===== src/rtl/mdio_target_cfg.sv =====
// MDIO Clause 22 management target: decodes controller frames on MDC and drives
// the PHY register-file strobes plus the serial read-data return path.
module mdio_target_cfg #(
  parameter logic [4:0] PHY_ADDR      = 5'd0,
  parameter bit         ADDR_MATCH_EN = 1'b1,
  parameter int         PRE_MIN       = 32
) (
  input  logic        MDC,
  input  logic        RESET,
  input  logic        MDIO_OE,
  input  logic        MDIO_OUT,
  input  logic [15:0] RD_DATA,
  output logic [4:0]  ADDR,
  output logic [15:0] WR_DATA,
  output logic        WR_STB,
  output logic        RD_STB,
  output logic        MDIO_IN,
  output logic        MDIO_IN_OE,
  output logic        MDIO_DONE,
  output logic        FRAME_ERR
);

  localparam logic [5:0] PRE_SAT = 6'd32;
  localparam logic [5:0] PRE_REQ = 6'(PRE_MIN);

  typedef enum logic [3:0] {
    S_IDLE, S_ST1, S_OP, S_PHYAD, S_REGAD,
    S_TA_W, S_TA_R, S_WDATA, S_RDATA, S_SKIP
  } state_t;

  state_t      state_q, state_d;
  logic [5:0]  pre_cnt_q, pre_cnt_d;
  logic [4:0]  bit_cnt_q, bit_cnt_d;
  logic [1:0]  op_q, op_d;
  logic [4:0]  phyad_q, phyad_d;
  logic [4:0]  regad_q, regad_d;
  logic [14:0] shift_q, shift_d;
  logic [4:0]  addr_q, addr_d;
  logic [15:0] wr_data_q, wr_data_d;
  logic        wr_stb_q, wr_stb_d;
  logic        rd_stb_q, rd_stb_d;
  logic        mdio_in_q, mdio_in_d;
  logic        mdio_in_oe_q, mdio_in_oe_d;
  logic        done_q, done_d;
  logic        frame_err_q, frame_err_d;

  logic [1:0]  op_shift;
  logic [4:0]  regad_shift;
  logic        ctrl_phase;

  assign op_shift    = {op_q[0], MDIO_OUT};
  assign regad_shift = {regad_q[3:0], MDIO_OUT};
  // Phases in which the controller must be actively driving the bus.
  assign ctrl_phase  = state_q inside {S_ST1, S_OP, S_PHYAD, S_REGAD, S_TA_W, S_WDATA};

  always_comb begin
    state_d      = state_q;
    pre_cnt_d    = pre_cnt_q;
    bit_cnt_d    = bit_cnt_q;
    op_d         = op_q;
    phyad_d      = phyad_q;
    regad_d      = regad_q;
    shift_d      = shift_q;
    addr_d       = addr_q;
    wr_data_d    = wr_data_q;
    mdio_in_d    = mdio_in_q;
    mdio_in_oe_d = mdio_in_oe_q;
    wr_stb_d     = 1'b0;
    rd_stb_d     = 1'b0;
    done_d       = 1'b0;
    frame_err_d  = 1'b0;

    if (mdio_in_oe_q && MDIO_OE) begin
      frame_err_d  = 1'b1;
      mdio_in_oe_d = 1'b0;
      mdio_in_d    = 1'b0;
      state_d      = S_IDLE;
    end else if (ctrl_phase && !MDIO_OE) begin
      frame_err_d = 1'b1;
      state_d     = S_IDLE;
    end else begin
      case (state_q)
        S_IDLE: begin
          if (!MDIO_OE) begin
            pre_cnt_d = '0;
          end else if (MDIO_OUT) begin
            if (pre_cnt_q != PRE_SAT) pre_cnt_d = pre_cnt_q + 6'd1;
          end else begin
            pre_cnt_d = '0;
            if (pre_cnt_q >= PRE_REQ) state_d = S_ST1;
          end
        end
        S_ST1: begin
          if (MDIO_OUT) begin
            state_d   = S_OP;
            bit_cnt_d = '0;
          end else begin
            frame_err_d = 1'b1;
            state_d     = S_IDLE;
          end
        end
        S_OP: begin
          op_d = op_shift;
          if (bit_cnt_q == 5'd0) begin
            bit_cnt_d = 5'd1;
          end else if (op_shift == 2'b10 || op_shift == 2'b01) begin
            state_d   = S_PHYAD;
            bit_cnt_d = '0;
          end else begin
            frame_err_d = 1'b1;
            state_d     = S_IDLE;
          end
        end
        S_PHYAD: begin
          phyad_d = {phyad_q[3:0], MDIO_OUT};
          if (bit_cnt_q == 5'd4) begin
            state_d   = S_REGAD;
            bit_cnt_d = '0;
          end else begin
            bit_cnt_d = bit_cnt_q + 5'd1;
          end
        end
        S_REGAD: begin
          regad_d = regad_shift;
          if (bit_cnt_q == 5'd4) begin
            bit_cnt_d = '0;
            if (ADDR_MATCH_EN && phyad_q != PHY_ADDR) begin
              state_d = S_SKIP;
            end else if (op_q == 2'b01) begin
              state_d = S_TA_W;
            end else begin
              // Early read request gives the register file two cycles of lookup time.
              state_d  = S_TA_R;
              addr_d   = regad_shift;
              rd_stb_d = 1'b1;
            end
          end else begin
            bit_cnt_d = bit_cnt_q + 5'd1;
          end
        end
        S_TA_W: begin
          if (bit_cnt_q == 5'd0 && MDIO_OUT) begin
            bit_cnt_d = 5'd1;
          end else if (bit_cnt_q == 5'd1 && !MDIO_OUT) begin
            state_d   = S_WDATA;
            bit_cnt_d = '0;
          end else begin
            frame_err_d = 1'b1;
            state_d     = S_IDLE;
          end
        end
        S_WDATA: begin
          shift_d = {shift_q[13:0], MDIO_OUT};
          if (bit_cnt_q == 5'd15) begin
            wr_data_d = {shift_q, MDIO_OUT};
            addr_d    = regad_q;
            wr_stb_d  = 1'b1;
            done_d    = 1'b1;
            state_d   = S_IDLE;
          end else begin
            bit_cnt_d = bit_cnt_q + 5'd1;
          end
        end
        S_TA_R: begin
          if (bit_cnt_q == 5'd0) begin
            mdio_in_oe_d = 1'b1;
            mdio_in_d    = 1'b0;
            bit_cnt_d    = 5'd1;
          end else begin
            mdio_in_d = RD_DATA[15];
            shift_d   = RD_DATA[14:0];
            state_d   = S_RDATA;
            bit_cnt_d = '0;
          end
        end
        S_RDATA: begin
          if (bit_cnt_q == 5'd15) begin
            mdio_in_oe_d = 1'b0;
            mdio_in_d    = 1'b0;
            done_d       = 1'b1;
            state_d      = S_IDLE;
          end else begin
            mdio_in_d = shift_q[14];
            shift_d   = {shift_q[13:0], 1'b0};
            bit_cnt_d = bit_cnt_q + 5'd1;
          end
        end
        S_SKIP: begin
          // Stay out of the way for the rest of a frame addressed to another PHY.
          if (bit_cnt_q == 5'd17) state_d = S_IDLE;
          else bit_cnt_d = bit_cnt_q + 5'd1;
        end
        default: state_d = S_IDLE;
      endcase
    end
  end

  always_ff @(posedge MDC or posedge RESET) begin
    if (RESET) begin
      state_q      <= S_IDLE;
      pre_cnt_q    <= '0;
      bit_cnt_q    <= '0;
      op_q         <= '0;
      phyad_q      <= '0;
      regad_q      <= '0;
      shift_q      <= '0;
      addr_q       <= '0;
      wr_data_q    <= '0;
      wr_stb_q     <= 1'b0;
      rd_stb_q     <= 1'b0;
      mdio_in_q    <= 1'b0;
      mdio_in_oe_q <= 1'b0;
      done_q       <= 1'b0;
      frame_err_q  <= 1'b0;
    end else begin
      state_q      <= state_d;
      pre_cnt_q    <= pre_cnt_d;
      bit_cnt_q    <= bit_cnt_d;
      op_q         <= op_d;
      phyad_q      <= phyad_d;
      regad_q      <= regad_d;
      shift_q      <= shift_d;
      addr_q       <= addr_d;
      wr_data_q    <= wr_data_d;
      wr_stb_q     <= wr_stb_d;
      rd_stb_q     <= rd_stb_d;
      mdio_in_q    <= mdio_in_d;
      mdio_in_oe_q <= mdio_in_oe_d;
      done_q       <= done_d;
      frame_err_q  <= frame_err_d;
    end
  end

  assign ADDR       = addr_q;
  assign WR_DATA    = wr_data_q;
  assign WR_STB     = wr_stb_q;
  assign RD_STB     = rd_stb_q;
  assign MDIO_IN    = mdio_in_q;
  assign MDIO_IN_OE = mdio_in_oe_q;
  assign MDIO_DONE  = done_q;
  assign FRAME_ERR  = frame_err_q;

endmodule


===== config.mk =====
export PLATFORM = sky130hd
export DESIGN_NAME = mdio_target_cfg
export DESIGN_NICKNAME = d
export VERILOG_FILES = /design/src/rtl/mdio_target_cfg.sv
export SDC_FILE = /design/constraint.sdc
export NUM_CORES = 1
export LEC_CHECK = 0
export ABC_AREA = 1
export BUFFER_PORTS_ARGS = -buffer_cell sky130_fd_sc_hd__clkbuf_2
export CELL_PAD_IN_SITES_DETAIL_PLACEMENT = 1
export CELL_PAD_IN_SITES_GLOBAL_PLACEMENT = 1
export CORE_MARGIN = 2
export CORE_UTILIZATION = 44
export DETAILED_ROUTE_END_ITERATION = 8
export MAX_ROUTING_LAYER = met4
export PLACE_DENSITY = 0.87
export SYNTH_ARGS = -nofsm -noshare
export SYNTH_HDL_FRONTEND = slang
export SYNTH_SLANG_ARGS = --single-unit

===== constraint.sdc =====
create_clock -name MDC -period 2.2 [get_ports MDC]
set_clock_uncertainty 0.1 [all_clocks]
set_input_delay 0.11 -clock MDC [delete_from_list [all_inputs] [get_ports MDC]]
set_output_delay 0.11 -clock MDC [all_outputs]
set_load 0.02 [all_outputs]

==> impl_metrics.env <==
export IMPL_cts_root_buf="clkbuf_8"
export IMPL_ios=47
export IMPL_grt_pass1_wl_um=18500
export IMPL_mostFrequentLayoutCell="nand2_1"
export IMPL_synthToLayoutAreaGrowth_pct=16.6
export IMPL_ys_top_cells_by_area="dfrtp_1, nand2_1, o21ai_2"
export IMPL_antenna_found_initial=0
export IMPL_path_cells="nor2_2 > inv_1 > nor2_2 > nor2_1 > nand2_1 > nand4_2 > buf_12 > nand2_1 > o21ai_2"
export IMPL_coreArea_sq_um=8680
export IMPL_die_area_sq_um=9680
export IMPL_viasPerCell=5.33
export IMPL_ant_nets=0
export IMPL_worst_pin_slew_ns=0.456
export IMPL_yosysSeqAreaShare_pct=44.0
export IMPL_ys_ff_latch=69
export IMPL_final_setup_tns_ns=0
export IMPL_layout_min_cycle_time_ns=2.06
export IMPL_portBuffers=46
export IMPL_crit_type="reg -> reg"
export IMPL_vias=3488
export IMPL_critPathMaxFanout=30
export IMPL_final_hold_viol_count=0
export IMPL_clock_latency_ns=0.36
export IMPL_cts_tree="done"
export IMPL_grt_max_degree=31
export IMPL_die_y_um=98.4
export IMPL_worstPathRequired_ns=2.34
export IMPL_power_leakage_nw=2.44
export IMPL_vdd_drop_max_mv=0.328
export IMPL_finalCritPeriodShare_pct=93.6
export IMPL_initial_core_util_pct=45.2
export IMPL_syn_inst=477
export IMPL_clkTransAtPathRegs_ns=0.09
export IMPL_fmax_mhz=486
export IMPL_routedWlPerCell_um=16.3
export IMPL_numClockSinks=69
export IMPL_wirelength_um=10700
export IMPL_cp_slowest_cell="dfrtp_1"
export IMPL_chipWidth_um=98.4
export IMPL_cts_buffers=9
export IMPL_start_kind="flop"
export IMPL_netlist_area_sq_um=3920
export IMPL_drive_gt1_share_pct=27.3
export IMPL_status="completed"
export IMPL_grt_pass1_vias=3746
export IMPL_cellPowerDensity_nw_per_um2=864
export IMPL_htree_levels=3
export IMPL_fillers=1054
export IMPL_synthDistinctLibCells=36
export IMPL_drv_cap=0
export IMPL_drc=0
export IMPL_synth_nets=503
export IMPL_max_slew_margin_pct=69.3
export IMPL_final_nets=567
export IMPL_gp_congestion=0.952
export IMPL_diodes=0
export IMPL_syn_area_per_cell_sq_um=8.22
export IMPL_cpPeakStageDelay_ns=0.47
export IMPL_setup_viol=0
export IMPL_post_cts_repair_setup_buffers=0
export IMPL_synth_top_area_share_pct=44.0
export IMPL_rsz0062_at_grt="false"
export IMPL_drt_iter0_drc=135
export IMPL_mostFrequentLayoutCells="nand2_1, dfrtp_1, clkbuf_2, inv_1, o21ai_2"
export IMPL_ys_warn_count=0
export IMPL_worstSetupEndpointType="flop"
export IMPL_first_pass_iters=4
export IMPL_placementRows=34
export IMPL_clk_path_buf_depth=2
export IMPL_dpl_hpwl_um=7640
export IMPL_hold_path_class="in -> reg"
export IMPL_grt_overflow_total=0
export IMPL_arrival_ns=2.20
export IMPL_globalRouteTotalUtil_pct=24.5
export IMPL_hold_worst_slack_ns=0.0169
export IMPL_finalMaxSlewViolations=0
export IMPL_yosysTopAreaCell="dfrtp_1"
-- registers in the layout, indices dropped and copies added, names as in the netlist, 4 cells and up --
register	cells
ADDR	5
WR_DATA	16
bit_cnt_q	5
phyad_q	5
pre_cnt_q	6
regad_q	5
shift_q	15
state_q	4
-- power breakdown --
part           total (mW)  internal, mW  leakage, nW  switching, mW
sequential           1.55          1.42        0.944          0.136
combinational        1.43         0.426         1.42           1.01
clock               0.964         0.417       0.0755          0.547
total                3.95          2.26         2.44           1.69
-- worst paths after layout --
path	startpoint	end	slack, ns	depth (start not counted)
min	RD_DATA[12]	shift_q[12]	0.02	3
max	state_q[1]	shift_q[13]	0.14	9
min reg2reg	ADDR[0]	ADDR[0]	0.39	2
max reg2reg	state_q[1]	shift_q[13]	0.14	9
min in group asynchronous	RESET	ADDR[2]	0.16	3
max in group asynchronous	RESET	bit_cnt_q[0]	1.07	4
-- layer usage --
layer / track usage (%) / vias to the layer above / wire [um]
li1: - / 1661 / -
met1: 30.8 / 1744 / 4830
met2: 40.4 / 66 / 5340
met3: 3.58 / 17 / 352
met4: 8.85 / 0 / 149
met5: - / - / 0
-- cell families after synthesis --
group	count (synthesis)	synth area share (%)
buffers and inverters	62	7.63
muxes	8	2.04
and+or+nand+nor	256	30.3
AOI/OAI and AO/OA	73	13.4
adders and majority gates	6	1.92
xor gates and xnor gates	3	0.670
DFF	69	44.0
-- timing repair --
item,4_1_cts,5_1_grt
resized for setup,0,7
setup endpoints to repair,0,27
hold buffers,12,0
hold endpoints to repair,27,0
-- final cells by class --
| cell class | count | area (sq um) | area share [%] |
|---|---|---|---|
| inverter | 48 | 180 | 3.94 |
| multi-input combinational | 346 | 1910 | 41.8 |
| sequential | 69 | 1730 | 37.8 |
| clock inverter | 6 | 47.5 | 1.04 |
| timing repair buffer | 67 | 443 | 9.69 |
| clock buffer | 10 | 128 | 2.79 |
| tap | 108 | 135 | 2.96 |
-- cells in the mapped netlist --
| cell | n |
|---|---|
| buf_4 | 1 |
| inv_1 | 43 |
| or2_2 | 2 |
| a41oi_1 | 1 |
| nand2_1 | 163 |
| nor2_1 | 25 |
| o21ai_1 | 1 |
| o221ai_1 | 1 |
| nor3_1 | 3 |
| nand3_2 | 1 |
| a21oi_1 | 2 |
| nor2_4 | 4 |
| nand4_1 | 14 |
| inv_2 | 5 |
| nand3_1 | 21 |
| nand4_4 | 1 |
| o21ai_2 | 36 |
| ha_1 | 6 |
| nor4_2 | 1 |
| buf_2 | 2 |
| o21ai_0 | 28 |
| nand2_2 | 8 |
| nand2_4 | 4 |
| a21boi_0 | 1 |
| clkbuf_1 | 3 |
| nand4_2 | 1 |
| a21oi_2 | 1 |
| nor2_2 | 7 |
| xnor2_1 | 1 |
| xor2_1 | 2 |
| mux2i_1 | 8 |
| dfrtp_1 | 69 |
| nand2_8 | 1 |
| a21oi_4 | 1 |
| o22ai_1 | 1 |
| buf_6 | 8 |
-- per-stage QoR --
stage | instance area, sq um | power (mW) | cells | utilization [%] | setup WS, ns
2_1_floorplan | 3920 | 2.65 | 477 | - | 0.250
3_3_place_gp | 4260 | 2.93 | 626 | 49.1 | 0.205
3_5_place_dp | 4260 | 2.99 | 626 | 49.1 | 0.127
4_1_cts | 4550 | 3.96 | 654 | 52.5 | 0.112
5_1_grt | 4570 | 4.20 | 654 | 52.7 | 0.0111
6_report | 4570 | 3.95 | 654 | 52.7 | 0.141
-- critical path, delay by kind of cell, from the launching register on --
family	cells	cell delay, ns
buffers and inverters	2	0.29
DFF	1	0.47
AOI/OAI and AO/OA	1	0.06
and+or+nand+nor	6	0.99
(Power assumes the default switching activity.)
